File: config.mk
export PLATFORM = sky130hd
export DESIGN_NAME = mips_mc_control
export DESIGN_NICKNAME = d
export VERILOG_FILES = /design/src/rtl/mips_pkg.sv /design/src/rtl/mips_mc_decode.sv /design/src/rtl/mips_mc_control.sv
export SDC_FILE = /design/constraint.sdc
export NUM_CORES = 1
export LEC_CHECK = 0
export CORE_ASPECT_RATIO = 1.2
export CORE_MARGIN = 3
export CORE_UTILIZATION = 38
export DETAILED_ROUTE_END_ITERATION = 16
export HOLD_SLACK_MARGIN = 0.15
export PLACE_DENSITY = 0.84
export SLEW_MARGIN = 20
export SYNTH_ARGS = -nofsm -noshare
export SYNTH_HDL_FRONTEND = slang
export SYNTH_SLANG_ARGS = --single-unit
export TNS_END_PERCENT = 5
File: constraint.sdc
create_clock -name clk -period 2.6 [get_ports clk]
set_clock_uncertainty 0.2 [all_clocks]
set_input_delay 0.78 -clock clk [delete_from_list [all_inputs] [get_ports clk]]
set_output_delay 0.78 -clock clk [all_outputs]
set_load 0.05 [all_outputs]
File: src/rtl/mips_pkg.sv
// Shared encodings for the multi-cycle MIPS controller: FSM states, opcode/funct
// constants, ALU operand-select codes and the instruction-class decode result.
package mips_pkg;

    typedef enum logic [3:0] {
        S_FETCH    = 4'd0,
        S_DECODE   = 4'd1,
        S_EXEC_R   = 4'd2,
        S_EXEC_I   = 4'd3,
        S_MEM_ADDR = 4'd4,
        S_MEM_RD   = 4'd5,
        S_MEM_WR   = 4'd6,
        S_WB_R     = 4'd7,
        S_WB_I     = 4'd8,
        S_WB_MEM   = 4'd9,
        S_BRANCH   = 4'd10,
        S_JUMP     = 4'd11,
        S_TRAP     = 4'd12
    } state_t;

    typedef enum logic [2:0] {
        CLS_R       = 3'd0,
        CLS_IMM     = 3'd1,
        CLS_LOAD    = 3'd2,
        CLS_STORE   = 3'd3,
        CLS_BRANCH  = 3'd4,
        CLS_JUMP    = 3'd5,
        CLS_ILLEGAL = 3'd6
    } op_class_t;

    localparam logic [5:0] OP_RTYPE  = 6'h00;
    localparam logic [5:0] OP_J      = 6'h02;
    localparam logic [5:0] OP_BEQ    = 6'h04;
    localparam logic [5:0] OP_BNE    = 6'h05;
    localparam logic [5:0] OP_ADDI   = 6'h08;
    localparam logic [5:0] OP_ADDIU  = 6'h09;
    localparam logic [5:0] OP_SLTI   = 6'h0A;
    localparam logic [5:0] OP_SLTIU  = 6'h0B;
    localparam logic [5:0] OP_IMM_12 = 6'h12;
    localparam logic [5:0] OP_IMM_13 = 6'h13;
    localparam logic [5:0] OP_IMM_15 = 6'h15;
    localparam logic [5:0] OP_LW     = 6'h23;
    localparam logic [5:0] OP_LBU    = 6'h24;
    localparam logic [5:0] OP_LHU    = 6'h25;
    localparam logic [5:0] OP_LL     = 6'h30;
    localparam logic [5:0] OP_SB     = 6'h28;
    localparam logic [5:0] OP_SH     = 6'h29;
    localparam logic [5:0] OP_SW     = 6'h2B;

    localparam logic [5:0] FN_SLL  = 6'h00;
    localparam logic [5:0] FN_SRL  = 6'h02;
    localparam logic [5:0] FN_SRA  = 6'h03;
    localparam logic [5:0] FN_ADD  = 6'h20;
    localparam logic [5:0] FN_ADDU = 6'h21;
    localparam logic [5:0] FN_SUB  = 6'h22;
    localparam logic [5:0] FN_SUBU = 6'h23;
    localparam logic [5:0] FN_AND  = 6'h24;
    localparam logic [5:0] FN_OR   = 6'h25;
    localparam logic [5:0] FN_NOR  = 6'h27;
    localparam logic [5:0] FN_SLT  = 6'h2A;
    localparam logic [5:0] FN_SLTU = 6'h2B;

    localparam logic [5:0] ALU_OP_RTYPE = 6'h00;
    localparam logic [5:0] ALU_OP_ADDIU = 6'h09;

    localparam logic [1:0] SRC_B_RT     = 2'd0;
    localparam logic [1:0] SRC_B_FOUR   = 2'd1;
    localparam logic [1:0] SRC_B_IMM    = 2'd2;
    localparam logic [1:0] SRC_B_IMM_SH = 2'd3;

    localparam logic SRC_A_PC = 1'b0;
    localparam logic SRC_A_RS = 1'b1;

    localparam logic [1:0] PC_SRC_ALU    = 2'd0;
    localparam logic [1:0] PC_SRC_ALUOUT = 2'd1;
    localparam logic [1:0] PC_SRC_JUMP   = 2'd2;

    function automatic logic funct_supported(input logic [5:0] f);
        case (f)
            FN_SLL, FN_SRL, FN_SRA, FN_ADD, FN_ADDU, FN_SUB, FN_SUBU,
            FN_AND, FN_OR, FN_NOR, FN_SLT, FN_SLTU: return 1'b1;
            default:                                return 1'b0;
        endcase
    endfunction

    function automatic logic is_mem_state(input state_t s);
        return (s == S_FETCH) || (s == S_MEM_RD) || (s == S_MEM_WR);
    endfunction

endpackage

File: src/rtl/mips_mc_decode.sv
// Combinational instruction classifier: opcode/funct -> instruction class and legality.
module mips_mc_decode
    import mips_pkg::*;
(
    input  logic [5:0] i_opcode,
    input  logic [5:0] i_funct,
    output op_class_t  o_class,
    output logic       o_legal
);

    always_comb begin
        o_class = CLS_ILLEGAL;
        case (i_opcode)
            OP_RTYPE:                          o_class = CLS_R;
            OP_ADDI, OP_ADDIU, OP_SLTI, OP_SLTIU,
            OP_IMM_12, OP_IMM_13, OP_IMM_15:   o_class = CLS_IMM;
            OP_LW, OP_LBU, OP_LHU, OP_LL:      o_class = CLS_LOAD;
            OP_SB, OP_SH, OP_SW:               o_class = CLS_STORE;
            OP_BEQ, OP_BNE:                    o_class = CLS_BRANCH;
            OP_J:                              o_class = CLS_JUMP;
            default:                           o_class = CLS_ILLEGAL;
        endcase
        o_legal = (o_class != CLS_ILLEGAL) &&
                  ((o_class != CLS_R) || funct_supported(i_funct));
    end

endmodule

File: src/rtl/mips_mc_control.sv
// Multi-cycle MIPS control FSM with a bounded memory handshake and trap handling.
module mips_mc_control
    import mips_pkg::*;
#(
    parameter int unsigned MEM_TIMEOUT = 15
) (
    input  logic        clk,
    input  logic        rst_n,
    input  logic [31:0] instr,
    input  logic        sig_branch,
    input  logic        mem_ready,
    output logic        mem_req,
    output logic        mem_we,
    output logic        iord,
    output logic        ir_write,
    output logic        pc_write,
    output logic        reg_write,
    output logic        alu_src_a,
    output logic [1:0]  alu_src_b,
    output logic [5:0]  alu_opcode,
    output logic [5:0]  alu_control,
    output logic        reg_dst,
    output logic        mem_to_reg,
    output logic [1:0]  pc_source,
    output logic        illegal_op,
    output logic        mem_err,
    output logic [3:0]  state
);

    localparam logic [3:0] WAIT_LIMIT = 4'(MEM_TIMEOUT);

    state_t     r_state;
    state_t     w_next;
    logic [3:0] r_wait;
    logic [3:0] w_wait_next;
    logic       r_active;
    logic [5:0] w_opcode;
    logic [5:0] w_funct;
    op_class_t  w_class;
    logic       w_legal;
    logic       w_in_mem;
    logic       w_timeout;
    logic       w_unused_bits;

    assign w_opcode      = instr[31:26];
    assign w_funct       = instr[5:0];
    assign w_unused_bits = ^instr[25:6];
    assign state         = r_state;

    mips_mc_decode u_decode (
        .i_opcode (w_opcode),
        .i_funct  (w_funct),
        .o_class  (w_class),
        .o_legal  (w_legal)
    );

    assign w_in_mem  = is_mem_state(r_state);
    assign w_timeout = w_in_mem && (r_wait == WAIT_LIMIT);

    always_comb begin
        w_next = r_state;
        case (r_state)
            S_FETCH: begin
                if (w_timeout)      w_next = S_FETCH;
                else if (mem_ready) w_next = S_DECODE;
            end
            S_DECODE: begin
                case (w_class)
                    CLS_R:                w_next = S_EXEC_R;
                    CLS_IMM:              w_next = S_EXEC_I;
                    CLS_LOAD, CLS_STORE:  w_next = S_MEM_ADDR;
                    CLS_BRANCH:           w_next = S_BRANCH;
                    CLS_JUMP:             w_next = S_JUMP;
                    default:              w_next = S_TRAP;
                endcase
            end
            S_EXEC_R:   w_next = w_legal ? S_WB_R : S_TRAP;
            S_EXEC_I:   w_next = S_WB_I;
            S_MEM_ADDR: w_next = (w_class == CLS_STORE) ? S_MEM_WR : S_MEM_RD;
            S_MEM_RD: begin
                if (w_timeout)      w_next = S_FETCH;
                else if (mem_ready) w_next = S_WB_MEM;
            end
            S_MEM_WR: begin
                if (w_timeout || mem_ready) w_next = S_FETCH;
            end
            default:    w_next = S_FETCH;
        endcase
    end

    // The counter only advances while stalled in a memory state, so any
    // completion, abort or non-memory state leaves it cleared for the next entry.
    always_comb begin
        w_wait_next = '0;
        if (w_in_mem && !w_timeout && !mem_ready)
            w_wait_next = r_wait + 4'd1;
    end

    // r_active holds the FSM idle (outputs low) until the first edge after reset release.
    always_ff @(posedge clk or negedge rst_n) begin
        if (!rst_n) begin
            r_state  <= S_FETCH;
            r_wait   <= '0;
            r_active <= 1'b0;
        end else if (!r_active) begin
            r_active <= 1'b1;
        end else begin
            r_state  <= w_next;
            r_wait   <= w_wait_next;
        end
    end

    always_comb begin
        mem_req     = '0;
        mem_we      = '0;
        iord        = '0;
        ir_write    = '0;
        pc_write    = '0;
        reg_write   = '0;
        alu_src_a   = '0;
        alu_src_b   = '0;
        alu_opcode  = '0;
        alu_control = '0;
        reg_dst     = '0;
        mem_to_reg  = '0;
        pc_source   = '0;
        illegal_op  = '0;
        mem_err     = '0;
        if (r_active) begin
            if (w_timeout) begin
                mem_err = 1'b1;
            end else begin
                case (r_state)
                    S_FETCH: begin
                        mem_req    = 1'b1;
                        alu_src_a  = SRC_A_PC;
                        alu_src_b  = SRC_B_FOUR;
                        alu_opcode = ALU_OP_ADDIU;
                        ir_write   = mem_ready;
                        pc_write   = mem_ready;
                    end
                    S_DECODE: begin
                        alu_src_a  = SRC_A_PC;
                        alu_src_b  = SRC_B_IMM_SH;
                        alu_opcode = ALU_OP_ADDIU;
                    end
                    S_EXEC_R: begin
                        alu_opcode  = ALU_OP_RTYPE;
                        alu_control = w_funct;
                        alu_src_a   = SRC_A_RS;
                        alu_src_b   = SRC_B_RT;
                    end
                    S_EXEC_I, S_MEM_ADDR: begin
                        alu_opcode = w_opcode;
                        alu_src_a  = SRC_A_RS;
                        alu_src_b  = SRC_B_IMM;
                    end
                    S_MEM_RD: begin
                        mem_req = 1'b1;
                        iord    = 1'b1;
                    end
                    S_MEM_WR: begin
                        mem_req = 1'b1;
                        iord    = 1'b1;
                        mem_we  = 1'b1;
                    end
                    S_WB_R: begin
                        reg_write = 1'b1;
                        reg_dst   = 1'b1;
                    end
                    S_WB_I: begin
                        reg_write = 1'b1;
                    end
                    S_WB_MEM: begin
                        reg_write  = 1'b1;
                        mem_to_reg = 1'b1;
                    end
                    S_BRANCH: begin
                        alu_opcode = w_opcode;
                        alu_src_a  = SRC_A_RS;
                        alu_src_b  = SRC_B_RT;
                        pc_source  = PC_SRC_ALUOUT;
                        pc_write   = sig_branch;
                    end
                    S_JUMP: begin
                        pc_source = PC_SRC_JUMP;
                        pc_write  = 1'b1;
                    end
                    S_TRAP: begin
                        illegal_op = 1'b1;
                    end
                    default: ;
                endcase
            end
        end
    end

endmodule

# Word level (Yosys, flattened, before mapping)
# Memory sizes are Yosys's and may differ from the RTL's.
# Index checks and enable logic that the tools add are counted.
classes:
  n_addsub: 1
  eq_ne: 33
  n_mux: 55
  reduce_logical: 24
op_table:
  columns: ["cell", "n"]
  rows:
  - ["6-bit == test, second input constant", 9]
  - ["1-bit 2-to-1 mux", 32]
  - ["6-bit 2-to-1 mux", 5]
  - ["4-bit 2-to-1 mux", 7]
  - ["4-bit case mux with 7 select lines", 1]
  - ["4-bit == test, second input constant", 6]
  - ["4-bit case mux with 5 select lines", 1]
  - ["4-bit by 3-bit == test with 1-bit output, second input constant", 4]
  - ["6-bit by 2-bit == test with 1-bit output, second input constant", 2]
  - ["6-bit case mux with 2 select lines", 1]
  - ["12-bit OR reduction", 1]
  - ["2-bit 2-to-1 mux", 5]
  - ["3-bit inequality test, second input constant", 3]
  - ["3-bit OR reduction", 3]
  - ["4-bit by 2-bit == test with 1-bit output, second input constant", 2]
  - ["2-bit OR reduction", 4]
  - ["3-bit by 2-bit == test with 1-bit output, second input constant", 2]
  - ["3-bit == test, second input constant", 2]
  - ["6-bit logical NOT", 1]
  - ["2-bit case mux with 3 select lines", 1]
  - ["4-bit by 1-bit adder with 4-bit output, second input constant", 1]
  - ["4-bit by 1-bit == test with 1-bit output, second input constant", 1]
  - ["1-bit logical AND", 4]
  - ["4-bit logical NOT", 1]
  - ["other kinds (10)", 14]
totals:
  reg_bits: 9
  romBits: 192
  out_inout_bits: 31
  wordCells: 117
  mem_count: 1
memory_table:
  columns: ["name", "depth", "word_bits", "read_ports", "rd_clocked_by_memory_dff", "write_ports", "line", "text"]
  rows:
  - ["(name not given)", 64, 3, 1, 0, 0, "mips_mc_decode.sv:13", "case (i_opcode)"]

# Longest topological paths before layout
# Gate-level depths: netlist (run 1).
logic_depth:
  word_depth: 8
  mapped_depth: 7

# By module
# A second synthesis (run 1) with hierarchy kept.
unflattened:
  cells_unflattened: 165
  area_unflattened_um2: 1184.9
modules_own_cells:
  columns: ["mod", "instances", "cells_each", "area_each_um2"]
  rows:
  - ["mips_mc_control", 1, 128, 933.4]
  - ["mips_mc_decode", 1, 37, 251.5]

# Least setup slack after synthesis (run 1)
# Ideal clock, no wire load.
synth_timing:
  kind: "reg2out"
  startpoint: "register r_state[1], in the netlist state[1]"
  endpoint: "output pc_write"
  arrival_time_ns: 2.413
  t_required_ns: 1.620
  setup_slack_ns: -0.793
  path_stages_with_launch: 8
  n_path_buf: 1
  path_cell_list: "dfrtp_1 > buf_2 > xor2_1 > o21ai_0 > and2_1 > nand2_1 > and4_1 > o21bai_1"
synth_between:
  elab_chain_cells: 6
  elab_cells_between_ends: 11
  cone_classes: "eq/ne: 4; mux: 3; reduce/logical: 4"
synth_rtl:
  columns: ["element", "line", "text"]
  rows:
  - ["start: declaration", "mips_mc_control.sv:32", "state_t r_state;"]
  - ["start signal: assignment", "mips_mc_control.sv:108", "r_state <= w_next;"]
  - ["4-bit by 3-bit == test with 1-bit output or 4-bit logical NOT (tied branches)", "mips_pkg.sv:87, mips_mc_control.sv:133", null]
  - ["1-bit logical OR (2 in a row)", "mips_pkg.sv:87", "return (s == S_FETCH) || (s == S_MEM_RD) || (s == S_MEM_WR);"]
  - ["1-bit logical AND", "mips_mc_control.sv:58", "assign w_timeout = w_in_mem && (r_wait == WAIT_LIMIT);"]
  - ["1-bit 2-to-1 mux (*)", "mips_mc_control.sv:130", "if (w_timeout) begin"]
  - ["1-bit 2-to-1 mux (*)", "mips_mc_control.sv:129", "if (r_active) begin"]
  - ["end: declaration", "mips_mc_control.sv:16", "output logic pc_write,"]
# Mark *: on every way between the ends. The rest lies on a longest branch, timed or not.

# Worst setup path after layout (run 1)
layout_timing:
  startpoint: "register r_state[1], in the netlist state[1]"
  endpoint: "output alu_opcode[3]"
layout_between:
  elab_chain_cells: 6
  elab_cells_between_ends: 15
  cone_classes: "eq/ne: 6; mux: 3; reduce/logical: 6"
layout_rtl:
  columns: ["element", "line", "text"]
  rows:
  - ["branches (longest 4 deep; another with 6-bit case mux with 2 select lines)", null, null]
  - ["6-bit 2-to-1 mux (*)", "mips_mc_control.sv:130", null]
  - ["6-bit 2-to-1 mux (*)", "mips_mc_control.sv:129", null]
  - ["end: declaration", "mips_mc_control.sv:20", "output logic [5:0] alu_opcode,"]
# Mark *: on every way between the ends.

==> flow_metrics.py, run 1 <==
metrics = {
    "outcome": {
        "outcome": "finished, violations left",
        "violations": "setup timing",
    },
    "worst_setup_path": {
        "required_ns": 1.62,
        "arrival_ns": 1.90,
        "end_kind": "output port",
        "cp-start-kind": "flop",
        "critPathKind": "flop to output port",
        "path_max_fanout": 7,
    },
    "routing": {
        "viasPerCell": 5.913,
        "drtIter0Drc": 90,
        "drt_pre_antenna_iters": 4,
        "drt_wl_total_mm": 4.748,
        "drtAntennaViolNets": 0,
        "drcViolationCount": 0,
        "vias": 1638,
        "post_drt_wl_per_cell_um": 17.14,
    },
    "timing": {
        "finalCritPeriodShare_pct": 110.9,
        "setup_ws_ns": -0.2831,
        "fmax_ghz": 0.3468,
        "hold_viol": 0,
        "rsz0062_at_grt": "true",
        "drv_slew": 0,
        "whs_ns": 0.3673,
        "fin_crit_ns": 2.883,
        "setup_viol": 21,
    },
    "logic_synthesis": {
        "syn_avg_cell_area_um2": 6.945,
        "synth_async_sr_flop_share_pct": 100.0,
        "synthTopCellsByArea": "dfrtp_1, nor2_1, o21ai_0",
        "ys_ff_latch": 9,
        "synth.yosys.seq_area_share_pct": 19.42,
        "syn-cell-area_um2": 1160,
        "postSynthCellCount": 167,
        "ys_warn_count": 0,
        "synth_edf_count": 0,
        "synth_top_cell_area_share_pct": 19.42,
        "yosys.area.top_type": "dfrtp_1",
        "syn_nets": 204,
        "synthFlopType": "dfrtp_1",
        "synthDistinctLibCells": 52,
    },
    "clock_tree": {
        "ctsHoldBuffers": 0,
        "cts_max_level": 1,
        "cts_inserted_buffers": 3,
        "clkSinkCount": 9,
        "tritoncts": "built",
        "clock_latency_ns": 0.28,
        "cts_root_buffer": "clkbuf_4",
        "cts_buffer_depth": 2,
        "clk_pin_slew_ns": 0.07,
    },
    "finish": {
        "final_area_um2": 2410,
        "layoutNonFillerInstCount": 277,
        "layout_common_cells": "buf_4, buf_12, nand2_1, inv_1, nor2_1",
        "mostFrequentLayoutCell": "buf_4",
        "areaGrowthSynthToFinish_pct": 107.8,
        "antenna_cells": 0,
        "final_nets": 281,
        "layout-drive-gt1-share_pct": 49.38,
    },
    "power_and_ir_drop": {
        "p_sw_share_pct": 50.91,
        "vdd.ir_drop.worst_v": 0.0009496,
        "clkPwrFrac_pct": 5.7,
        "p_leak_nw": 1.026,
        "seqPwrFrac_pct": 12.6,
        "power_w": 0.002056,
        "power.internal_w": 0.001009,
        "p_switching_w": 0.001047,
        "pwr-share-comb_pct": 81.7,
        "p_per_area_nw_per_um2": 853.2,
    },
    "floorplanning": {
        "die-area_um2": 3754,
        "row_count": 21,
        "core_area_um2": 2864,
        "initial_core_util_pct": 40.50,
        "io_pins": 67,
        "fp.dieH_um": 66.52,
        "die_w_um": 56.44,
    },
    "global_route": {
        "grt_pass1_wl_mm": 7.003,
        "track_usage_pct": 23.65,
        "use_met1_pct": 26.14,
        "grt_pass1_vias": 1512,
        "busiest_layer": "met2",
        "met2_usage_pct": 43.21,
        "grt_max_degree": 21,
        "gr-usage-met3_pct": 3.682,
        "antenna_found_initial": 0,
        "grt.overflow.total": 0,
    },
    "placed_design": {
        "placed_area_um2": 2258,
        "hpwl_mm": 3.216,
        "routabilityCongestion": 0.8831,
        "place_inst": 270,
        "port_buffers": 46,
    },
    "hold_path": {
        "hold_class": "flop to flop",
    },
    "run": {
        "drv_cap": 0,
    },
}
## metrics by stage
step,worst slack [ns],TNS [ns],utilization [%]
3_3_place_gp,-0.5047,-3.250,78.86
4_1_cts,-0.1817,-2.027,82.04
5_1_grt,-0.3488,-4.760,84.14
2_1_floorplan,-0.1381,-1.027,-
6_report,-0.2831,-3.223,84.14
3_5_place_dp,-0.5257,-3.549,78.86
## path summary, 6_finish.rpt
kind                                        from               endpoint  cells past startpoint  slack [ns]
max in group asynchronous                  rst_n   state[0]$_DFFE_PN0P_                      1        1.28
setup reg to reg           r_wait[0]$_DFFE_PN0P_   state[0]$_DFFE_PN0P_                      6        0.43
min in group asynchronous                  rst_n  r_wait[0]$_DFFE_PN0P_                      1        0.60
hold reg to reg            r_wait[3]$_DFFE_PN0P_  r_wait[3]$_DFFE_PN0P_                      1        0.37
setup / recovery            state[1]$_DFFE_PN0P_          alu_opcode[3]                      7       -0.28
hold / removal             r_wait[3]$_DFFE_PN0P_  r_wait[3]$_DFFE_PN0P_                      1        0.37
## metal layers
layer / wire [µm] / share of wire, %
met2: 2545 / 54
met3: 243 / 5.1
met4: 160 / 3.4
met5: 0 / 0
met1: 1799 / 38
## what timing repair did
action                     4_1_cts  5_1_grt
setup buffers                    3        0
setup endpoints to repair       25       27
pin swaps                        5        3
resized for setup               23       11
## logic make-up (layout without fill, tap and decap cells)
family                   Yosys count  in the layout  share of synthesized area, %
multiplexers                       1              1                        0.9708
adder cells (fa/ha/maj)            1              1                         1.079
buffers and inverters             21             97                         7.336
AO/OA/AOI/OAI                     44             44                         27.72
XOR/XNOR                           1              1                        0.7553
flip-flops                         9              9                         19.42
AND/OR/NAND/NOR                   89             89                         42.40
other                              1              1                        0.3233
## Yosys cell counts (2+ instances only)
cell	n
o211ai_1	2
nor3b_1	2
o21ai_0	13
o22ai_1	2
o31ai_1	3
inv_1	10
and3_1	8
dfrtp_1	9
nand2b_1	6
nand2_1	14
nor2b_1	5
clkbuf_1	7
nand4b_1	2
buf_2	2
nand3_1	6
nor2_1	22
a31oi_1	2
nand4_1	2
nand3b_1	2
o21a_1	2
and2_1	5
a21oi_1	6
nor3_1	6
## flip-flops by register name (all words and copies together), names as in the netlist
name      flops
r_active      1
r_wait        4
state         4
## critical path, stage by stage (launching register included)
cell     delay [ns]
dfrtp_2        0.48
xor2_1         0.20
o21ai_2        0.19
and2_4         0.19
nand2_4        0.06
and3_4         0.19
a21o_4         0.19
buf_12         0.14
## power groups by stage
stage               Clock [W]  Sequential [W]  Combinational (W)
floorplan                   0        0.000303           0.000777
global placement            0        0.000245            0.00145
detailed placement          0        0.000247            0.00149
CTS                  0.000119        0.000245            0.00158
global route         0.000124        0.000269            0.00175
finish               0.000117        0.000259            0.00168
## layout make-up
class | instances | area, µm²
sequential | 9 | 230.2
inverter | 11 | 41.29
fill | 150 | 454.2
timing repair buffer | 82 | 1010
clock buffer | 3 | 22.52
clock inverter | 1 | 5.005
tap | 34 | 42.54
multi-input combinational | 137 | 1059
Power figures use the tool's default switching activity.
==> run 2: changes to the inputs <==
--- a/config.mk
+++ b/config.mk
@@ -5,6 +5,7 @@
 export SDC_FILE = /design/constraint.sdc
 export NUM_CORES = 1
 export LEC_CHECK = 0
+export CAP_MARGIN = 5
 export CORE_ASPECT_RATIO = 1.2
 export CORE_MARGIN = 3
 export CORE_UTILIZATION = 38
==> results of run 2 <==
No change in the layout: final DEF, timing and power equal those of run 1.
==> run 3: changes to the inputs <==
--- a/config.mk
+++ b/config.mk
@@ -10,8 +10,10 @@
 export CORE_MARGIN = 3
 export CORE_UTILIZATION = 38
 export DETAILED_ROUTE_END_ITERATION = 16
+export GPL_TIMING_DRIVEN = 0
 export HOLD_SLACK_MARGIN = 0.15
 export PLACE_DENSITY = 0.84
+export SKIP_CTS_REPAIR_TIMING = 1
 export SLEW_MARGIN = 20
 export SYNTH_ARGS = -nofsm -noshare
 export SYNTH_HDL_FRONTEND = slang
==> flow_metrics.py, run 3 (same netlist as run 1, synthesis figures left out) <==
metrics = {
    "placed_design": {
        "port_buffers": 45,
        "routabilityCongestion": 0.8626,
        "dp_worst_setup_slack_ns": -0.9976,
        "hpwl_mm": 2.695,
        "place_inst": 246,
    },
    "routing": {
        "post_drt_wl_per_cell_um": 14.18,
        "drtIter0Drc": 42,
        "viasPerCell": 5.740,
        "drt_pre_antenna_iters": 4,
        "vias": 1458,
        "drt_wl_total_mm": 3.601,
        "drcViolationCount": 0,
        "drtAntennaViolNets": 0,
    },
    "worst_setup_path": {
        "path_common_cell": "o21ai_0",
        "end_kind": "output port",
        "critPathMaxStageDelay_ns": 0.44,
        "required_ns": 1.62,
        "cp-start-kind": "flop",
        "critPathKind": "flop to output port",
        "path_max_fanout": 5,
        "arrival_ns": 1.90,
        "crit_path_cell_trace": "nand2b_1 > or2_2 > o21ai_0 > o21ai_0 > o32ai_2 > and3_4 > buf_6",
        "path_buf_inv": 1,
        "cp_slowest_cell": "dfrtp_2",
        "crit_family": "simple AND/OR/NAND/NOR gates",
    },
    "floorplanning": {
        "initial_core_util_pct": 40.50,
        "core_area_um2": 2864,
        "row_count": 21,
        "die-area_um2": 3754,
        "die_w_um": 56.44,
        "fp.dieH_um": 66.52,
        "io_pins": 67,
    },
    "power_and_ir_drop": {
        "p_switching_w": 0.0009395,
        "p_per_area_nw_per_um2": 893.4,
        "p_sw_share_pct": 55.04,
        "vdd.ir_drop.worst_v": 0.0005708,
        "seqPwrFrac_pct": 14.1,
        "p_leak_nw": 0.8390,
        "clkPwrFrac_pct": 6.3,
        "power.internal_w": 0.0007674,
        "pwr-share-comb_pct": 79.6,
    },
    "timing": {
        "setup_viol": 25,
        "setup_tns_ns": -2.870,
        "rsz0062_at_grt": "true",
        "finalCritPeriodShare_pct": 110.8,
        "fin_crit_ns": 2.881,
        "setup_ws_ns": -0.2810,
        "slew_headroom_pct": 66.41,
        "hold_viol": 0,
        "fmax_ghz": 0.3471,
        "tightest_slew_ns": 0.5023,
        "drv_slew": 0,
    },
    "finish": {
        "layout_common_cells": "clkdlybuf4s50_1, nand2_1, buf_4, buf_6, o21ai_0",
        "fillers": 244,
        "antenna_cells": 0,
        "layout-drive-gt1-share_pct": 40.91,
        "multiInputGateArea_um2": 1044,
        "layoutNonFillerInstCount": 254,
        "mostFrequentLayoutCell": "clkdlybuf4s50_1",
        "regArea_um2": 230.2,
        "areaGrowthSynthToFinish_pct": 64.72,
        "final_nets": 258,
    },
    "global_route": {
        "grt_max_degree": 11,
        "grt.overflow.total": 0,
        "grt_pass1_wl_mm": 5.595,
        "antenna_found_initial": 0,
        "grt_pass1_vias": 1243,
        "track_usage_pct": 18.21,
    },
    "clock_tree": {
        "tritoncts": "built",
        "cts_root_buffer": "clkbuf_4",
        "clkSinkCount": 9,
        "cts_inserted_buffers": 3,
        "cts_buffer_depth": 2,
        "clock_latency_ns": 0.26,
        "clk_pin_slew_ns": 0.06,
        "cts_max_level": 1,
    },
    "outcome": {
        "violations": "setup timing",
        "outcome": "finished, violations left",
    },
    "run": {
        "drv_cap": 0,
    },
    "hold_path": {
        "hold_class": "flop to flop",
    },
}
-- run 3: cell count changes in the layout (fill, tap and decap cells not counted), moves of 5 or more --
| cell | delta |
|---|---|
| buf_4 | -23 |
| clkdlybuf4s50_1 | +6 |
| buf_2 | +5 |
| clkbuf_4 | +6 |
| buf_12 | -28 |
| buf_6 | +7 |
| dlygate4sd2_1 | -7 |
-- run 3: worst paths after layout --
path                                       start                    end  slack, ns  cells past startpoint
min in group asynchronous                  rst_n  r_wait[3]$_DFFE_PN0P_       0.61                      1
max in group asynchronous                  rst_n   state[3]$_DFFE_PN0P_       1.27                      1
hold reg to reg            r_wait[3]$_DFFE_PN0P_  r_wait[3]$_DFFE_PN0P_       0.32                      1
setup reg to reg           r_wait[0]$_DFFE_PN0P_   state[0]$_DFFE_PN0P_       0.39                      6
hold / removal             r_wait[3]$_DFFE_PN0P_  r_wait[3]$_DFFE_PN0P_       0.32                      1
setup / recovery            state[2]$_DFFE_PN0P_          alu_opcode[0]      -0.28                      7
-- run 3: per-layer routing --
| layer | wire (µm) | global-route usage [%] | share of wire, % |
|---|---|---|---|
| met5 | 0 | 0 | 0 |
| met2 | 1854 | 29.62 | 51 |
| met1 | 1489 | 24.83 | 41 |
| met4 | 40 | 4.154 | 1.1 |
| met3 | 216 | 3.295 | 6.0 |
-- run 3: through the flow --
stage                     area [µm²]  power [W]  utilization, %  hold slack (ns)
final                           1911   0.001707           66.71           0.3169
after global routing            1911   0.001804           66.71           0.3580
after CTS                       1804   0.001523           63.00           0.3176
after detailed placement        1778   0.001411           62.08           0.3058
after global placement          1778   0.001391           62.08           0.2910
after floorplan                 1285   0.001080               -           0.2651
-- run 3: power groups by stage --
stage	Sequential, W	Clock, W	Combinational, W
final	0.000241	0.000107	0.00136
after global routing	0.000249	0.000117	0.00144
after CTS	0.000219	0.000111	0.00119
after detailed placement	0.000222	0	0.00119
after global placement	0.000220	0	0.00117
after floorplan	0.000303	0	0.000777
-- run 3: final cells by class --
cell class / count / share of cell area, %
well taps: 34 / 2.227
flip-flops and latches: 9 / 12.05
clock buffers: 4 / 1.375
plain buffers: 9 / 3.078
repair buffers: 50 / 24.49
inverters: 11 / 2.161
multi-input cells: 137 / 54.62
